[src/rtl/bcd_pair_counter.sv]
// Two-digit BCD up/down counter with prescaled stepping, load and
// a one-cycle latch strobe for the downstream seven-segment stage.
module bcd_pair_counter #(
  parameter int TICK_DIV = 10
) (
  input  logic       clock,
  input  logic       reset,
  input  logic       Start,
  input  logic       Stop,
  input  logic       Up_Down,
  input  logic       Load,
  input  logic [7:0] Load_Value,
  output logic [3:0] Digit_L,
  output logic [3:0] Digit_R,
  output logic       Latch_Enable,
  output logic       Carry,
  output logic       Load_Err,
  output logic       Running
);

  localparam int PW = (TICK_DIV > 1) ? $clog2(TICK_DIV) : 1;
  localparam logic [PW-1:0] PS_LAST = PW'(TICK_DIV - 1);

  typedef enum logic {
    IDLE = 1'b0,
    RUN  = 1'b1
  } state_t;

  state_t        state_q, state_d;
  logic [PW-1:0] ps_q, ps_d;
  logic [3:0]    dl_q, dl_d;
  logic [3:0]    dr_q, dr_d;
  logic          le_q, le_d;
  logic          carry_q, carry_d;
  logic          lerr_q, lerr_d;
  logic          run_q, run_d;

  logic load_ok;
  logic load_acc;
  logic load_rej;
  logic tick;
  logic step;
  logic wrap;

  // Next state: Stop beats Start when both arrive together
  always_comb begin
    state_d = state_q;
    unique case (state_q)
      IDLE: if (Start && !Stop) state_d = RUN;
      RUN:  if (Stop) state_d = IDLE;
      default: state_d = IDLE;
    endcase
  end

  // Load qualification, prescaler and the step it produces
  always_comb begin
    load_ok  = (Load_Value[7:4] <= 4'd9) &&
               (Load_Value[3:0] <= 4'd9);
    load_acc = Load && load_ok;
    load_rej = Load && !load_ok;
    tick     = (state_q == RUN) && (ps_q == PS_LAST);
    step     = tick && !load_acc;
    ps_d     = ps_q;
    if (load_acc || (state_q == IDLE && state_d == RUN))
      ps_d = '0;
    else if (state_q == RUN)
      ps_d = tick ? '0 : ps_q + PW'(1);
  end

  // Digit arithmetic; accepted load overrides a coincident step
  always_comb begin
    dl_d = dl_q;
    dr_d = dr_q;
    wrap = 1'b0;
    if (load_acc) begin
      dl_d = Load_Value[7:4];
      dr_d = Load_Value[3:0];
    end else if (step && Up_Down) begin
      if (dr_q >= 4'd9) begin
        dr_d = 4'd0;
        if (dl_q >= 4'd9) begin
          dl_d = 4'd0;
          wrap = 1'b1;
        end else begin
          dl_d = dl_q + 4'd1;
        end
      end else begin
        dr_d = dr_q + 4'd1;
      end
    end else if (step) begin
      if (dr_q == 4'd0) begin
        dr_d = 4'd9;
        if (dl_q == 4'd0) begin
          dl_d = 4'd9;
          wrap = 1'b1;
        end else begin
          dl_d = dl_q - 4'd1;
        end
      end else begin
        dr_d = dr_q - 4'd1;
      end
    end
  end

  // Registered strobes and status
  always_comb begin
    le_d    = step || load_acc;
    carry_d = step && wrap;
    lerr_d  = load_rej;
    run_d   = (state_d == RUN);
  end

  // State and datapath registers
  always_ff @(posedge clock or negedge reset) begin
    if (!reset) begin
      state_q <= IDLE;
      ps_q    <= '0;
      dl_q    <= 4'd0;
      dr_q    <= 4'd0;
      le_q    <= 1'b0;
      carry_q <= 1'b0;
      lerr_q  <= 1'b0;
      run_q   <= 1'b0;
    end else begin
      state_q <= state_d;
      ps_q    <= ps_d;
      dl_q    <= dl_d;
      dr_q    <= dr_d;
      le_q    <= le_d;
      carry_q <= carry_d;
      lerr_q  <= lerr_d;
      run_q   <= run_d;
    end
  end

  assign Digit_L      = dl_q;
  assign Digit_R      = dr_q;
  assign Latch_Enable = le_q;
  assign Carry        = carry_q;
  assign Load_Err     = lerr_q;
  assign Running      = run_q;

endmodule

[config.mk]
export PLATFORM = sky130hd
export DESIGN_NAME = bcd_pair_counter
export DESIGN_NICKNAME = d
export VERILOG_FILES = /design/src/rtl/bcd_pair_counter.sv
export SDC_FILE = /design/constraint.sdc
export NUM_CORES = 1
export LEC_CHECK = 0
export CORE_MARGIN = 2
export CORE_UTILIZATION = 54
export DETAILED_ROUTE_END_ITERATION = 6
export PLACE_DENSITY = 0.84
export SLEW_MARGIN = 0
export SYNTH_ARGS = -nofsm -noshare
export SYNTH_HDL_FRONTEND = slang
export SYNTH_SLANG_ARGS = --single-unit
[constraint.sdc]
create_clock -name clock -period 4.8 [get_ports clock]
set_input_delay 1.44 -clock clock [delete_from_list [all_inputs] [get_ports clock]]
set_output_delay 1.44 -clock clock [all_outputs]
set_load 0.03 [all_outputs]
==> flow_metrics.tcl, run 1 <==
set metrics [dict create \
    finalCritPeriodShare 0.626 \
    pin_count 26 \
    dpl_cell_area_sq_um 1460 \
    cts_setup_buffers 0 \
    layoutNonFillerInstCount 188 \
    powerDensity_nw_per_um2 351 \
    slew_viol_final 0 \
    placement_rows 17 \
    crit-reg2reg-launch "Digit_R[0]" \
    htree_levels 1 \
    average_via_count_per_standard_cell 5.97 \
    setup_tns_ns 0 \
    yosys-top-cells-count "sky130_fd_sc_hd__dfrtp_1 (16), sky130_fd_sc_hd__nor2_1 (13), sky130_fd_sc_hd__nand2_1 (11), sky130_fd_sc_hd__o21ai_0 (11), sky130_fd_sc_hd__ha_1 (10)" \
    gr_layer_usage_met2 0.383 \
    r2r_setup_slack_ns 2.64 \
    design.die.area_sq_um 2620 \
    synth.yosys.warnings 0 \
    detailedRoute.firstIterationViolations 36 \
    holdCritStartpoint "ps_q[0]" \
    floorplan.initialDensity 0.559 \
    grt_max_degree 17 \
    synth.ff_latch_count 16 \
    final_hold_vio_count 0 \
    pre_cts_slack_ns 1.55 \
    achievable-frequency_mhz 333 \
    tritoncts "done" \
    syn2layout_area_growth_pct 24.8 \
    top_usage_layer "met2" \
    hold_slack_ns 0.578 \
    min_path_type "flip-flop to flip-flop" \
    design_area_sq_um 1500 \
    cp_data_arrival_time_ns 1.56 \
    post-synth-top-area-cell "sky130_fd_sc_hd__dfrtp_1" \
    period_needed_ns 3.00 \
    dp_cells 184 \
    final_weighted_congestion_of_routability_driven_global_placement 0.837 \
    detail-route-antenna-nets 0 \
    synthesis.instances 135 \
    timing.final.setup_violations 0 \
    skew_ns 0.00378 \
    seq_area_frac_synth 0.334 \
    slew_headroom 0.514 \
    drc_violations 0 \
    totalWireLength_um 2620 \
    cts_made_buffers 3 \
    cts_hold_bufs 0 \
    path_clk_slew_ns 0.10 \
    hpwl_um 1980 \
    power.leakage_nw 0.637 \
    layout-drive-gt1-share 0.0563 \
    vias_in_the_first_global_route 966 \
    nNetsFinal 185 \
    netlist-cell-type-count 46 \
    groute.layer.met3.usage 0.0263 \
    cts_repair_resizes 0 \
    worst_pin_slew_ns 0.727 \
    syn_avg_cell_area_sq_um 8.89 \
    cpMaxStageDelayCell "sky130_fd_sc_hd__clkdlybuf4s50_1" \
    outcome "complete, no violations" \
    grt_antenna_before_repair 0 \
    coreArea_sq_um 2150 \
    grt_pass1_wl_um 4330 \
    number_of_cells_on_the_worst_hold_path 1 \
    synth.area.top_cells "sky130_fd_sc_hd__dfrtp_1 (33%), sky130_fd_sc_hd__ha_1 (10%), sky130_fd_sc_hd__o21ai_0 (4.6%), sky130_fd_sc_hd__nor2_1 (4.1%), sky130_fd_sc_hd__nand2_1 (3.4%)" \
    hold_crit_endpoint "ps_q[0]" \
    clk_path_buf_depth 2 \
    critical_path.max_fanout 9 \
    grt_overflow 0 \
    timing.critical_path.from_type "flip-flop" \
    die_h_um 51.1 \
    crit_buf_inv 1 \
    clkSinkCount 16 \
    yosys.cell_count.top_type "sky130_fd_sc_hd__dfrtp_1" \
    critical_path.top_delay_family "buffers and inverters" \
    required_time_of_the_critical_path_ns 3.36 \
    reg2reg_depth 7 \
    timing.critical_path.to_type "primary output" \
    vdd_ir_drop_max_mv 0.233 \
    num_vias 1122 \
    drt-pass1-iter-count 6 \
    io_buffers 25 \
    netlist_area_before_placement_sq_um 1200 \
    clock_tree.root_cell "sky130_fd_sc_hd__clkbuf_4" \
    timing.critical_path.slowest_cell_delay_ns 0.74 \
    setup.worst_path.class "flip-flop to primary output" \
    count_of_flip_flops_with_a_built_in_enable_after_synthesis 0 \
    synth.top_cell.area_share 0.334 \
    synth_flop_type "sky130_fd_sc_hd__dfrtp_1" \
    grtUsageMet1 0.291 \
    postSynthNetCount 159 \
    floorplan.die.width_um 51.1 \
    insertion_delay_ns 0.28 \
    grtUsageTotal 0.220 \
    worstPathCellList "clkdlybuf4s50_1" \
    max_cap_viol_count 0 \
    wire_per_inst_um 13.9 \
    final_critical_path_setup_slack_ns 1.80 \
    grt_setup_unrepaired "false" \
    antenna_diode_instance_count 0 \
    worst_r2r_endpoint "Digit_L[1]" \
    synthArstFlopShare 1.00 \
    cp-startpoint "Digit_R[2]" \
]
layout by cell type, fill, tap and decap left out, types with 2 or more instances in the layout:
cell type	synthesis	layout
sky130_fd_sc_hd__nand4_1	2	2
sky130_fd_sc_hd__nand2_1	11	11
sky130_fd_sc_hd__mux2i_1	2	2
sky130_fd_sc_hd__a21oi_1	7	7
sky130_fd_sc_hd__nor3b_1	3	3
sky130_fd_sc_hd__a31oi_1	3	3
sky130_fd_sc_hd__dfrtp_1	16	16
sky130_fd_sc_hd__o21ai_0	11	11
sky130_fd_sc_hd__clkdlybuf4s50_1	0	25
sky130_fd_sc_hd__nor2_1	13	13
sky130_fd_sc_hd__nand3_1	5	5
sky130_fd_sc_hd__inv_1	9	9
sky130_fd_sc_hd__nor3_1	5	5
sky130_fd_sc_hd__nand2b_1	3	3
sky130_fd_sc_hd__clkbuf_4	0	3
sky130_fd_sc_hd__ha_1	10	10
sky130_fd_sc_hd__a21boi_0	2	2
sky130_fd_sc_hd__and3_1	2	2
sky130_fd_sc_hd__a21o_1	2	2
layer usage:
metal | share of wire | vias up
li1 | - | 541
met1 | 0.43 | 528
met2 | 0.50 | 49
met3 | 0.066 | 4
met4 | 0.0053 | 0
met5 | 0 | -
metrics by stage:
stage	power, mW	util
floorplan	0.359	-
finish	0.526	0.697
CTS	0.526	0.697
global route	0.565	0.697
detailed placement	0.435	0.680
global placement	0.428	0.680
cell type report:
| cell class | instances | area (sq um) |
|---|---|---|
| clock buffers | 4 | 36.3 |
| fillers | 168 | 651 |
| inverters | 9 | 33.8 |
| multi-input cells | 106 | 742 |
| flip-flops and latches | 16 | 400 |
| well taps | 28 | 35.0 |
| repair buffers | 25 | 250 |
logic make-up (layout without fill, tap and decap cells):
logic type | count (synthesis) | in the layout | synth area share
AOI/OAI and AO/OA | 38 | 38 | 0.209
xor gates and xnor gates | 1 | 1 | 0.00730
adders and majority gates | 10 | 10 | 0.104
buffers and inverters | 13 | 38 | 0.0480
DFF | 16 | 16 | 0.334
muxes | 4 | 4 | 0.0574
and+or+nand+nor | 53 | 53 | 0.241
sequential cells by signal, summed over array words and instances (netlist names):
name and count:
Carry 1, ps_q 4, Running 1, Digit_R 4
Latch_Enable 1, Digit_L 4, Load_Err 1
power by group:
group	internal, mW	switching [mW]	total (mW)
Clock	0.0461	0.0434	0.0895
Combinational	0.112	0.120	0.232
Sequential	0.161	0.0442	0.205
how the worst max path moves through the flow:
stage | end | slack (ns) | depth (start not counted)
6_report | Digit_R[2] | 1.80 | 1
2_1_floorplan | Digit_R[1] | 2.20 | 5
3_5_place_dp | ps_q[2] | 1.55 | 6
5_1_grt | ps_q[2] | 1.76 | 6
3_3_place_gp | Digit_L[1] | 1.63 | 5
4_1_cts | Digit_R[2] | 1.81 | 1
No activity file was read; power rests on OpenSTA's default activity.
==> run 2, diff against run 1 <==
- CORE_UTILIZATION: 54 -> 50
- PLACE_DENSITY: 0.84 -> 0.79
- clock period: 4.8 -> 2.8 ns (I/O delays scaled with it)
==> flow_metrics.tcl, run 2 (synthesized netlist as in run 1, its figures left out) <==
set metrics [dict create \
    outcome "complete, no violations" \
    timing.critical_path.from_type "flip-flop" \
    detail-route-antenna-nets 0 \
    drt-pass1-iter-count 4 \
    final_weighted_congestion_of_routability_driven_global_placement 0.880 \
    setup.worst_path.end "Digit_R[2]" \
    pre_cts_slack_ns 0.195 \
    powerDensity_nw_per_um2 579 \
    cts_repair_resizes 0 \
    totalPowerFinal_uw 868 \
    floorplan.die.width_um 53.0 \
    reg2reg_depth 7 \
    finalCritPeriodShare 0.851 \
    worstSetupPathDepth 1 \
    design.die.area_sq_um 2810 \
    final_critical_path_setup_slack_ns 0.418 \
    grtUsageTotal 0.228 \
    slew_viol_final 0 \
    most-common-layout-cells "sky130_fd_sc_hd__clkdlybuf4s50_1 (25), sky130_fd_sc_hd__dfrtp_1 (16), sky130_fd_sc_hd__nor2_1 (13)" \
    floorplan.initialDensity 0.537 \
    detailedRoute.firstIterationViolations 28 \
    path_clk_slew_ns 0.08 \
    num_vias 1107 \
    holdCritStartpoint "ps_q[1]" \
    worst_pin_slew_ns 0.687 \
    antenna_diode_instance_count 0 \
    r2r_setup_slack_ns 0.66 \
    crit-reg2reg-launch "Digit_R[0]" \
    cpMaxStageDelayCell "sky130_fd_sc_hd__clkdlybuf4s50_1" \
    cts_made_buffers 3 \
    grt_antenna_before_repair 0 \
    timing.critical_path.to_type "primary output" \
    finalCoreUtilization 0.671 \
    layout-drive-gt1-share 0.0621 \
    vdd_ir_drop_max_mv 0.467 \
    worst_r2r_endpoint "Digit_L[1]" \
    syn2layout_area_growth_pct 24.9 \
    crit_buf_inv 1 \
    totalWireLength_um 2720 \
    power.switching_fraction 0.403 \
    p_int_uw 518 \
    dp_cells 186 \
    critical_path.max_fanout 9 \
    coreArea_sq_um 2230 \
    period_needed_ns 2.38 \
    clkSinkCount 16 \
    timing.critical_path.slowest_cell_delay_ns 0.74 \
    fillers 197 \
    slew_headroom 0.541 \
    required_time_of_the_critical_path_ns 1.96 \
    setup_tns_ns 0 \
    critical_path.top_delay_family "buffers and inverters" \
    worstPathCellList "clkdlybuf4s50_1" \
    skew_ns 0.00107 \
    insertion_delay_ns 0.28 \
    clk_path_buf_depth 2 \
    placement_rows 17 \
    htree_levels 1 \
    min_path_type "flip-flop to flip-flop" \
    grt_pass1_wl_um 4690 \
    cts_setup_buffers 0 \
    nNetsFinal 187 \
    p_clk_frac 0.133 \
    average_via_count_per_standard_cell 5.86 \
    cp_data_arrival_time_ns 1.54 \
    timing.final.setup_violations 0 \
    wire_per_inst_um 14.4 \
    max_cap_viol_count 0 \
    clock_tree.root_cell "sky130_fd_sc_hd__clkbuf_4" \
    vias_in_the_first_global_route 1075 \
    grt_setup_unrepaired "false" \
    grt_max_degree 17 \
    hpwl_um 2150 \
    grt_overflow 0 \
    io_buffers 25 \
    drc_violations 0 \
    pin_count 26 \
    achievable-frequency_mhz 420 \
    cts_hold_bufs 0 \
    layout_commonest_cell "sky130_fd_sc_hd__clkdlybuf4s50_1" \
    power.leakage_nw 0.640 \
    die_h_um 53.0 \
    tritoncts "done" \
    layoutNonFillerInstCount 189 \
    power_frac_comb 0.462 \
    final_hold_vio_count 0 \
    pwr-share-seq 0.405 \
    switchingPower_uw 350 \
    cp-startpoint "Digit_R[2]" \
    setup.worst_path.class "flip-flop to primary output" \
]
-- run 2: cell types whose count changed in the layout (fill, tap and decap cells not counted) --
cell / delta
sky130_fd_sc_hd__clkbuf_8: -1
sky130_fd_sc_hd__buf_4: +2
-- run 2: how the worst min path moves through the flow --
stage | to | slack, ns | depth (start not counted)
after floorplan | ps_q[1] | 0.50 | 2
after global placement | ps_q[1] | 0.54 | 2
after detailed placement | ps_q[1] | 0.55 | 2
after CTS | ps_q[1] | 0.57 | 2
after global routing | ps_q[1] | 0.63 | 2
final | ps_q[1] | 0.56 | 2
-- run 2: cell type report --
type                       count  area (sq um)  share of cell area
clock buffer                   3          22.5              0.0150
multi-input combinational    106           742               0.495
inverter                       9          33.8              0.0225
timing repair buffer          27           265               0.177
sequential                    16           400               0.267
tap                           28          35.0              0.0234
-- run 2: metrics by stage --
stage,hold WS (ns),cell area [sq um]
floorplan,0.497,1200
global placement,0.539,1480
detailed placement,0.547,1480
CTS,0.568,1500
global route,0.632,1500
finish,0.564,1500
-- run 2: routing by layer --
| metal | up-vias | wire length (um) | global-route usage |
|---|---|---|---|
| met5 | - | 0 | 0 |
| met4 | 0 | 31 | 0.0470 |
| met3 | 4 | 113 | 0.0452 |
| met2 | 26 | 1340 | 0.406 |
| met1 | 526 | 1230 | 0.283 |
| li1 | 551 | - | - |
-- run 2: power by group through the flow --
stage | registers [mW] | clock network (mW) | logic (mW)
final | 0.352 | 0.115 | 0.401
after floorplan | 0.389 | 0 | 0.227
after CTS | 0.350 | 0.119 | 0.403
after detailed placement | 0.356 | 0 | 0.400
after global placement | 0.350 | 0 | 0.389
after global routing | 0.363 | 0.126 | 0.442
